**src/rtl/uart_pkg.sv**
```systemverilog
// Shared UART definitions: FSM state encoding, default bit period and counter width.
// The state type is also used by the transmitter.
package uart_pkg;

    localparam int CLKS_PER_BIT_DEFAULT = 868;
    localparam int CNT_W                = 16;

    typedef enum logic [2:0] {
        IDLE    = 3'd0,
        START   = 3'd1,
        DATA    = 3'd2,
        PARITY  = 3'd3,
        STOP    = 3'd4,
        RECOVER = 3'd5
    } state_t;

endpackage

```
**src/rtl/sync_2ff.sv**
```systemverilog
// Generic 2-flop synchroniser for a single asynchronous input.
// RESET_VAL presets both stages so a line's idle level is seen straight out of reset.
module sync_2ff #(
    parameter logic RESET_VAL = 1'b1
) (
    input  logic clk,
    input  logic rst_n,
    input  logic i_async,
    output logic o_sync
);

    logic r_meta;
    logic r_sync;

    always_ff @(posedge clk or negedge rst_n) begin
        if (!rst_n) begin
            r_meta <= RESET_VAL;
            r_sync <= RESET_VAL;
        end else begin
            r_meta <= i_async;
            r_sync <= r_meta;
        end
    end

    assign o_sync = r_sync;

endmodule

```
**src/rtl/uart_rx_base.sv**
```systemverilog
// 8N1 UART receiver with mid-bit sampling, framing-error detection and break recovery.
// Define UART_RX_PARITY_EN to add an even-parity bit between data bit 7 and the stop bit.
module uart_rx_base
    import uart_pkg::*;
#(
    parameter int CLKS_PER_BIT = CLKS_PER_BIT_DEFAULT
) (
    input  logic       clock,
    input  logic       reset_n,
    input  logic       Rx,
    output logic       o_active,
    output logic [7:0] o_data_byte,
    output logic       o_data_valid,
    output logic       o_frame_err,
    output logic       o_parity_err
);

    localparam logic [CNT_W-1:0] HALF_CNT = CNT_W'((CLKS_PER_BIT - 1) / 2);
    localparam logic [CNT_W-1:0] FULL_CNT = CNT_W'(CLKS_PER_BIT - 1);

    logic             w_rx_s;
    state_t           r_state;
    logic [CNT_W-1:0] r_cnt;
    logic [2:0]       r_bit_index;
    logic [7:0]       r_shift;
    logic             r_active;
    logic [7:0]       r_data_byte;
    logic             r_data_valid;
    logic             r_frame_err;
`ifdef UART_RX_PARITY_EN
    logic             r_parity_bad;
    logic             r_parity_err;
`endif

    sync_2ff #(
        .RESET_VAL (1'b1)
    ) u_sync (
        .clk     (clock),
        .rst_n   (reset_n),
        .i_async (Rx),
        .o_sync  (w_rx_s)
    );

    always_ff @(posedge clock or negedge reset_n) begin
        if (!reset_n) begin
            r_state      <= IDLE;
            r_cnt        <= '0;
            r_bit_index  <= '0;
            r_shift      <= '0;
            r_active     <= 1'b0;
            r_data_byte  <= '0;
            r_data_valid <= 1'b0;
            r_frame_err  <= 1'b0;
`ifdef UART_RX_PARITY_EN
            r_parity_bad <= 1'b0;
            r_parity_err <= 1'b0;
`endif
        end else begin
            r_data_valid <= 1'b0;
            r_frame_err  <= 1'b0;
`ifdef UART_RX_PARITY_EN
            r_parity_err <= 1'b0;
`endif
            case (r_state)
                IDLE: begin
                    r_cnt       <= '0;
                    r_bit_index <= '0;
                    r_active    <= 1'b0;
                    if (!w_rx_s) begin
                        r_state  <= START;
                        r_active <= 1'b1;
                    end
                end
                START: begin
                    if (r_cnt == HALF_CNT) begin
                        r_cnt <= '0;
                        if (!w_rx_s) begin
                            r_state <= DATA;
                        end else begin
                            // Start bit did not survive to mid-period: treat as a glitch.
                            r_state  <= IDLE;
                            r_active <= 1'b0;
                        end
                    end else begin
                        r_cnt <= r_cnt + 1'b1;
                    end
                end
                DATA: begin
                    if (r_cnt == FULL_CNT) begin
                        r_cnt                <= '0;
                        r_shift[r_bit_index] <= w_rx_s;
                        if (r_bit_index == 3'd7) begin
                            r_bit_index <= '0;
`ifdef UART_RX_PARITY_EN
                            r_state     <= PARITY;
`else
                            r_state     <= STOP;
`endif
                        end else begin
                            r_bit_index <= r_bit_index + 1'b1;
                        end
                    end else begin
                        r_cnt <= r_cnt + 1'b1;
                    end
                end
`ifdef UART_RX_PARITY_EN
                PARITY: begin
                    if (r_cnt == FULL_CNT) begin
                        r_cnt        <= '0;
                        r_parity_bad <= w_rx_s ^ (^r_shift);
                        r_state      <= STOP;
                    end else begin
                        r_cnt <= r_cnt + 1'b1;
                    end
                end
`endif
                STOP: begin
                    if (r_cnt == FULL_CNT) begin
                        r_cnt    <= '0;
                        r_active <= 1'b0;
                        if (w_rx_s) begin
                            r_state <= IDLE;
`ifdef UART_RX_PARITY_EN
                            if (r_parity_bad) begin
                                r_parity_err <= 1'b1;
                            end else begin
                                r_data_byte  <= r_shift;
                                r_data_valid <= 1'b1;
                            end
`else
                            r_data_byte  <= r_shift;
                            r_data_valid <= 1'b1;
`endif
                        end else begin
                            r_frame_err <= 1'b1;
                            r_state     <= RECOVER;
                        end
                    end else begin
                        r_cnt <= r_cnt + 1'b1;
                    end
                end
                RECOVER: begin
                    // Hold off until the line returns high so a break yields only one error.
                    r_cnt <= '0;
                    if (w_rx_s) begin
                        r_state <= IDLE;
                    end
                end
                default: begin
                    r_state  <= IDLE;
                    r_cnt    <= '0;
                    r_active <= 1'b0;
                end
            endcase
        end
    end

    assign o_active     = r_active;
    assign o_data_byte  = r_data_byte;
    assign o_data_valid = r_data_valid;
    assign o_frame_err  = r_frame_err;
`ifdef UART_RX_PARITY_EN
    assign o_parity_err = r_parity_err;
`else
    assign o_parity_err = 1'b0;
`endif

endmodule
```
**config.mk**
```make
export PLATFORM = sky130hd
export DESIGN_NAME = uart_rx_base
export DESIGN_NICKNAME = d
export VERILOG_FILES = /design/src/rtl/uart_pkg.sv /design/src/rtl/sync_2ff.sv /design/src/rtl/uart_rx_base.sv
export SDC_FILE = /design/constraint.sdc
export NUM_CORES = 1
export LEC_CHECK = 0
export CORE_MARGIN = 2
export CORE_UTILIZATION = 50
export CTS_BUF_LIST = sky130_fd_sc_hd__clkbuf_4 sky130_fd_sc_hd__clkbuf_8
export CTS_CLUSTER_DIAMETER = 200
export DETAILED_ROUTE_END_ITERATION = 16
export GPL_TIMING_DRIVEN = 0
export MAX_ROUTING_LAYER = met4
export PLACE_DENSITY = 0.78
export SLEW_MARGIN = 20
export SYNTH_ARGS = -nofsm -noshare
export SYNTH_HDL_FRONTEND = slang
export SYNTH_SLANG_ARGS = --single-unit
```
**constraint.sdc**
```tcl
create_clock -name clock -period 3.2 [get_ports clock]
set_input_delay 0.48 -clock clock [delete_from_list [all_inputs] [get_ports clock]]
set_output_delay 0.48 -clock clock [all_outputs]
set_load 0.1 [all_outputs]
```
==> flow_summary.ini, run 1 <==
[clock_tree]
cts_tree = yes
clock_latency_ps = 300
cts_hold_buf = 0
htree_levels = 2
postCtsSetupBuffers = 0
cts-root-buf = clkbuf_8
clk_path_buf_depth = 2
cts_buffers = 5
cts_sinks = 43
cts_resized = 0
path_clk_slew_ps = 90

[timing]
worst_slew_pin_slew_ps = 970
slew_violations = 0
setup_viol = 0
rsz0062_at_grt = false
max_clock_freq_mhz = 358
tns_ps = 0
finalCriticalPeriod_ps = 2800
maxSlewHeadroom = 0.351
timing.final.crit_share = 0.873
hold_viol_final = 0
finClkSkew_ps = 10.7

[worst_setup_path]
worstPathMaxFanout = 7
arrival_ps = 2980
endpoint_kind = register
rr_worst_depth = 7
rr_startpoint = r_cnt[0]$_DFF_PN0_
reg2reg_slack_ps = 400
r2r-end = r_shift[0]$_DFFE_PN0P_
start_kind = register
critical_path_class = reg2reg
required_ps = 3390

[finish]
finish.net_count = 213
drive_gt1_frac = 0.188
utilization = 0.594
area.growth.synth_to_final_pct = 15.7
layout_common_cells = dfrtp_1, nor2_1, mux2_2
diodes = 0
final_common_cell = dfrtp_1

[power_and_ir_drop]
power.density_nw_per_um2 = 421
power_leakage_nw = 1.06
peakVddDrop_mv = 0.445

[route]
postRouteAntennaNets = 0
vias_per_cell = 5.59
top_layer = met4
routedWlPerCell_um = 13.9
wl_met3_um = 88
drt-met1-wl_um = 1690
vias = 1436
routed_wl_um = 3580
dr.pass1.iters = 4
drc = 0
wl_met2_um = 1740
drt-initial-drc-count = 77

[logic_synthesis]
synth_ff_type = dfrtp_1
synth-compound-area-share = 0.0663
syn_area_per_cell_um2 = 11.0
synth_area_um2 = 2040
synth-simple-area-share = 0.198
ys_warn_count = 0
synth_edf_count = 0
synth-seq-cells = 43
synthXorXnorAreaFrac = 0.0559
synth_top_family_by_area = simple AND/OR/NAND/NOR gates
ys_types = 41
yosysSeqAreaShare = 0.529
synth.net_count = 192
synth_fa_ha_area_frac = 0.0246
async_flop_share = 1.00
muxShareOfSynthArea = 0.0995
postSynthCellCount = 185

[placed_design]
gp_congestion = 0.854
hpwlAfterDp_um = 2460
io_buffers = 13

[die]
placementRows = 23
core_um2 = 3970
ios = 15
die_area_um2 = 4600
die_h_um = 67.8
initial_core_util = 0.513
die_x_um = 67.8

[global_route]
grt_pass1_vias = 1371
grt_util_all_layers = 0.190
grt_pass1_wl_um = 6150
grt_max_degree = 28
antenna_found_initial = 0
overflow = 0

[job]
max_cap_violations = 0

[hold_path]
hold_class = in2async

[outcome]
status = finished clean
==> cells in the mapped netlist, types with 2 or more instances <==
| master | instances | area share |
|---|---|---|
| a21oi_1 | 2 | 0.0049 |
| a22oi_1 | 3 | 0.011 |
| and3_1 | 3 | 0.0092 |
| and4_1 | 2 | 0.0086 |
| clkbuf_1 | 6 | 0.011 |
| dfrtp_1 | 41 | 0.50 |
| dfstp_2 | 2 | 0.026 |
| ha_1 | 4 | 0.025 |
| inv_1 | 4 | 0.0074 |
| mux2_2 | 17 | 0.094 |
| nand2_1 | 13 | 0.024 |
| nand3_1 | 6 | 0.015 |
| nand3b_1 | 2 | 0.0074 |
| nand4_1 | 4 | 0.012 |
| nor2_1 | 27 | 0.050 |
| nor3_1 | 5 | 0.012 |
| nor3b_2 | 2 | 0.012 |
| o21ai_0 | 3 | 0.0074 |
| o22ai_1 | 2 | 0.0061 |
| o2bb2ai_1 | 2 | 0.0086 |
| o41ai_1 | 2 | 0.0086 |
| or4_1 | 2 | 0.0074 |
| or4_4 | 2 | 0.011 |
| xnor2_1 | 6 | 0.026 |
| xor2_1 | 7 | 0.030 |
==> final cells by class <==
type | count | area (um^2)
plain buffers | 8 | 35.0
clock buffers | 5 | 68.8
clock inverters | 3 | 43.8
fillers | 339 | 1610
inverters | 4 | 15.0
multi-input cells | 130 | 908
flip-flops and latches | 43 | 1080
well taps | 50 | 62.6
repair buffers | 14 | 145
==> stage by stage <==
stage                     worst slack (ps)  instance area (um^2)  cells  power, mW  hold WS (ps)
after global routing                   263                  2360    257       1.03           105
after CTS                              387                  2360    257       1.00          91.5
after detailed placement               398                  2240    249      0.582           350
after floorplan                        581                  2040    185      0.565           184
after global placement                 437                  2230    248      0.580           346
final                                  405                  2360    257      0.993          88.7
==> sequential cells by signal, indices dropped and copies added (netlist names), 3 cells and up <==
signal and flops:
o_data_byte 8, r_shift 8, r_cnt 16, r_state 3, r_bit_index 3
==> critical path: stages, from the launching register on <==
cell     delay, ps
dfrtp_1        420
ha_1           250
or3b_2         480
or4_1          400
buf_2          170
or3_4          410
nor3_1         190
mux2_2         360
==> power breakdown <==
part           switching (mW)  internal (mW)  total, mW
clock                   0.191          0.232      0.423
sequential            0.00157          0.545      0.547
combinational          0.0180        0.00557     0.0236
==> worst max path at each step <==
stage                     cells after the start                start                endpoint
after floorplan                               6  r_cnt[12]$_DFF_PN0_  r_shift[2]$_DFFE_PN0P_
after global placement                        7   r_cnt[0]$_DFF_PN0_  r_shift[0]$_DFFE_PN0P_
after detailed placement                      7   r_cnt[0]$_DFF_PN0_  r_shift[0]$_DFFE_PN0P_
after CTS                                     7   r_cnt[0]$_DFF_PN0_  r_shift[0]$_DFFE_PN0P_
after global routing                          7   r_cnt[0]$_DFF_PN0_  r_shift[0]$_DFFE_PN0P_
final                                         7   r_cnt[0]$_DFF_PN0_  r_shift[0]$_DFFE_PN0P_
==> kinds of logic (layout without fill, tap and decap cells) <==
family	Yosys count	count (layout)
AO/OA/AOI/OAI	19	19
XOR/XNOR	13	13
adder cells (fa/ha/maj)	4	4
buffers and inverters	12	34
flip-flops	43	43
multiplexers	18	18
other	1	1
AND/OR/NAND/NOR	75	75
==> layer usage <==
layer,up-vias,GRT usage
met2,24,0.290
li1,697,-
met4,0,0.0800
met5,-,-
met3,5,0.0510
met1,710,0.240
No activity file was read; power rests on OpenSTA's default activity.
==> run 2: changes to the inputs <==
- clock period: 3.2 -> 3.4 ns (I/O delays scaled with it)
==> results of run 2 <==
Same layout as run 1 (identical final DEF). Status: finished clean.
Among the figures that moved: setup slack after placement 398 ps -> 598 ps; setup slack after layout 405 ps -> 605 ps; hold slack 88.7 ps -> 119 ps; register-to-register setup slack 400 ps -> 600 ps; total power 0.993 mW -> 0.935 mW; worst IR drop on VDD 0.445 mV -> 0.418 mV
==> run 3: changes to the inputs <==
- clock period: 3.4 -> 2.8 ns (I/O delays scaled with it)
==> flow_summary.ini, run 3 (same netlist as run 1, synthesis figures left out) <==
[outcome]
status = finished clean

[route]
vias = 1439
vias_per_cell = 5.47
drc = 0
dr.pass1.iters = 4
routed_wl_um = 3790
routedWlPerCell_um = 14.4
drt-initial-drc-count = 87
postRouteAntennaNets = 0

[clock_tree]
cts_sinks = 43
cts-root-buf = clkbuf_8
clk_path_buf_depth = 2
cts_tree = yes
cts_hold_buf = 0
cts_buffers = 5
clock_latency_ps = 300
path_clk_slew_ps = 80
htree_levels = 2

[power_and_ir_drop]
peakVddDrop_mv = 0.494
power_leakage_nw = 1.09
pwr-share-clk = 0.427
p_sw_frac = 0.213
total_power_mw = 1.14
power.density_nw_per_um2 = 469
switching_power_mw = 0.243
seqPwrFrac = 0.549
p_int_mw = 0.895
combPwrFrac = 0.024

[worst_setup_path]
worstPathCellList = or4_4, or4_1, buf_2, or3_4, nor3b_2, mux2_1
required_ps = 2990
endpoint_kind = register
arrival_ps = 2930
critical_path_class = reg2reg
start_kind = register
worst_path_max_delay_cell = or4_4
reg2reg_slack_ps = 70
worstPathMaxFanout = 7
max_stage_delay_ps = 570

[placed_design]
hpwlAfterDp_um = 2460
io_buffers = 13
gp_congestion = 0.854
placed_cells = 249

[timing]
finClkSkew_ps = 8.02
tns_ps = 0
finalCriticalPeriod_ps = 2730
hold_viol_final = 0
maxSlewHeadroom = 0.351
slew_violations = 0
timing.final.crit_share = 0.977
rsz0062_at_grt = false
max_clock_freq_mhz = 366
setup_viol = 0
worst_slew_pin_slew_ps = 970

[finish]
final_common_cell = dfrtp_1
layout_common_cells = dfrtp_1, nor2_1, mux2_2
drive_gt1_frac = 0.235
finish.net_count = 219
top_register = r_cnt
finalNonFillerCells = 263
diodes = 0
largest_reg_flops = 16
area.growth.synth_to_final_pct = 19.0

[global_route]
grt_pass1_wl_um = 6150
grt_max_degree = 28
grt_pass1_vias = 1371
overflow = 0
antenna_found_initial = 0
grt_util_all_layers = 0.190

[job]
max_cap_violations = 0

[die]
placementRows = 23
die_x_um = 67.8
die_area_um2 = 4600
initial_core_util = 0.513
core_um2 = 3970
ios = 15
die_h_um = 67.8

[hold_path]
hold_class = in2async
[run 3: cell types whose count changed in the layout (fill, tap and decap cells not counted), sizes merged]
cell	before	now
buf	4	10
[run 3: routing by layer]
| metal | part of all wire | GRT usage | wire [um] | vias up |
|---|---|---|---|---|
| met5 | 0 | - | 0 | - |
| met4 | 0.018 | 0.0800 | 69 | 0 |
| met3 | 0.022 | 0.0510 | 85 | 5 |
| met2 | 0.49 | 0.290 | 1880 | 20 |
| met1 | 0.46 | 0.240 | 1760 | 703 |
| li1 | - | - | - | 711 |
[run 3: power by group through the flow]
stage	clock network, mW	registers (mW)	logic [mW]
after global routing	0.521	0.625	0.0311
final	0.486	0.625	0.0270
after global placement	0	0.637	0.0254
after CTS	0.494	0.625	0.0282
after floorplan	0	0.637	0.00953
after detailed placement	0	0.637	0.0281
[run 3: layout make-up]
cell class / instances / area [um^2]
Buffer: 8 / 35.0
Clock buffer: 5 / 68.8
Sequential cell: 43 / 1080
Multi-Input combinational cell: 130 / 928
Tap cell: 50 / 62.6
Clock inverter: 3 / 43.8
Fill cell: 334 / 1550
Inverter: 4 / 15.0
Timing Repair Buffer: 20 / 190
[run 3: worst max-delay path: cells and delay by family, from the launching register on]
family	cells	cell delay, ps
and+or+nand+nor	4	1710
muxes	1	330
buffers and inverters	1	180
DFF	1	400
[run 3: repair_timing]
item	4_1_cts	5_1_grt
pin swaps	0	0
buffers inserted	0	6
gates resized for setup	1	5
endpoints found under the setup margin	1	15
[run 3: final timing paths]
| kind | from | to | depth (start not counted) |
|---|---|---|---|
| max | r_cnt[12]$_DFF_PN0_ | r_shift[2]$_DFFE_PN0P_ | 6 |
| min | reset_n | r_shift[1]$_DFFE_PN0P_ | 1 |
| max reg2reg | r_cnt[12]$_DFF_PN0_ | r_shift[2]$_DFFE_PN0P_ | 6 |
| min in group clock | u_sync.r_meta$_DFF_PN1_ | u_sync.o_sync$_DFF_PN1_ | 0 |
| min reg2reg | u_sync.r_meta$_DFF_PN1_ | u_sync.o_sync$_DFF_PN1_ | 0 |
| max in group asynchronous | reset_n | r_cnt[3]$_DFF_PN0_ | 2 |
[run 3: stage by stage]
step	setup slack, ps	cell area (um^2)	hold WS (ps)	utilization
floorplan	181	2040	124	-
global placement	37.4	2230	346	0.561
detailed placement	-2.21	2240	350	0.565
CTS	5.97	2360	31.5	0.594
global route	0.0133	2420	45.0	0.611
finish	65.3	2420	28.5	0.611
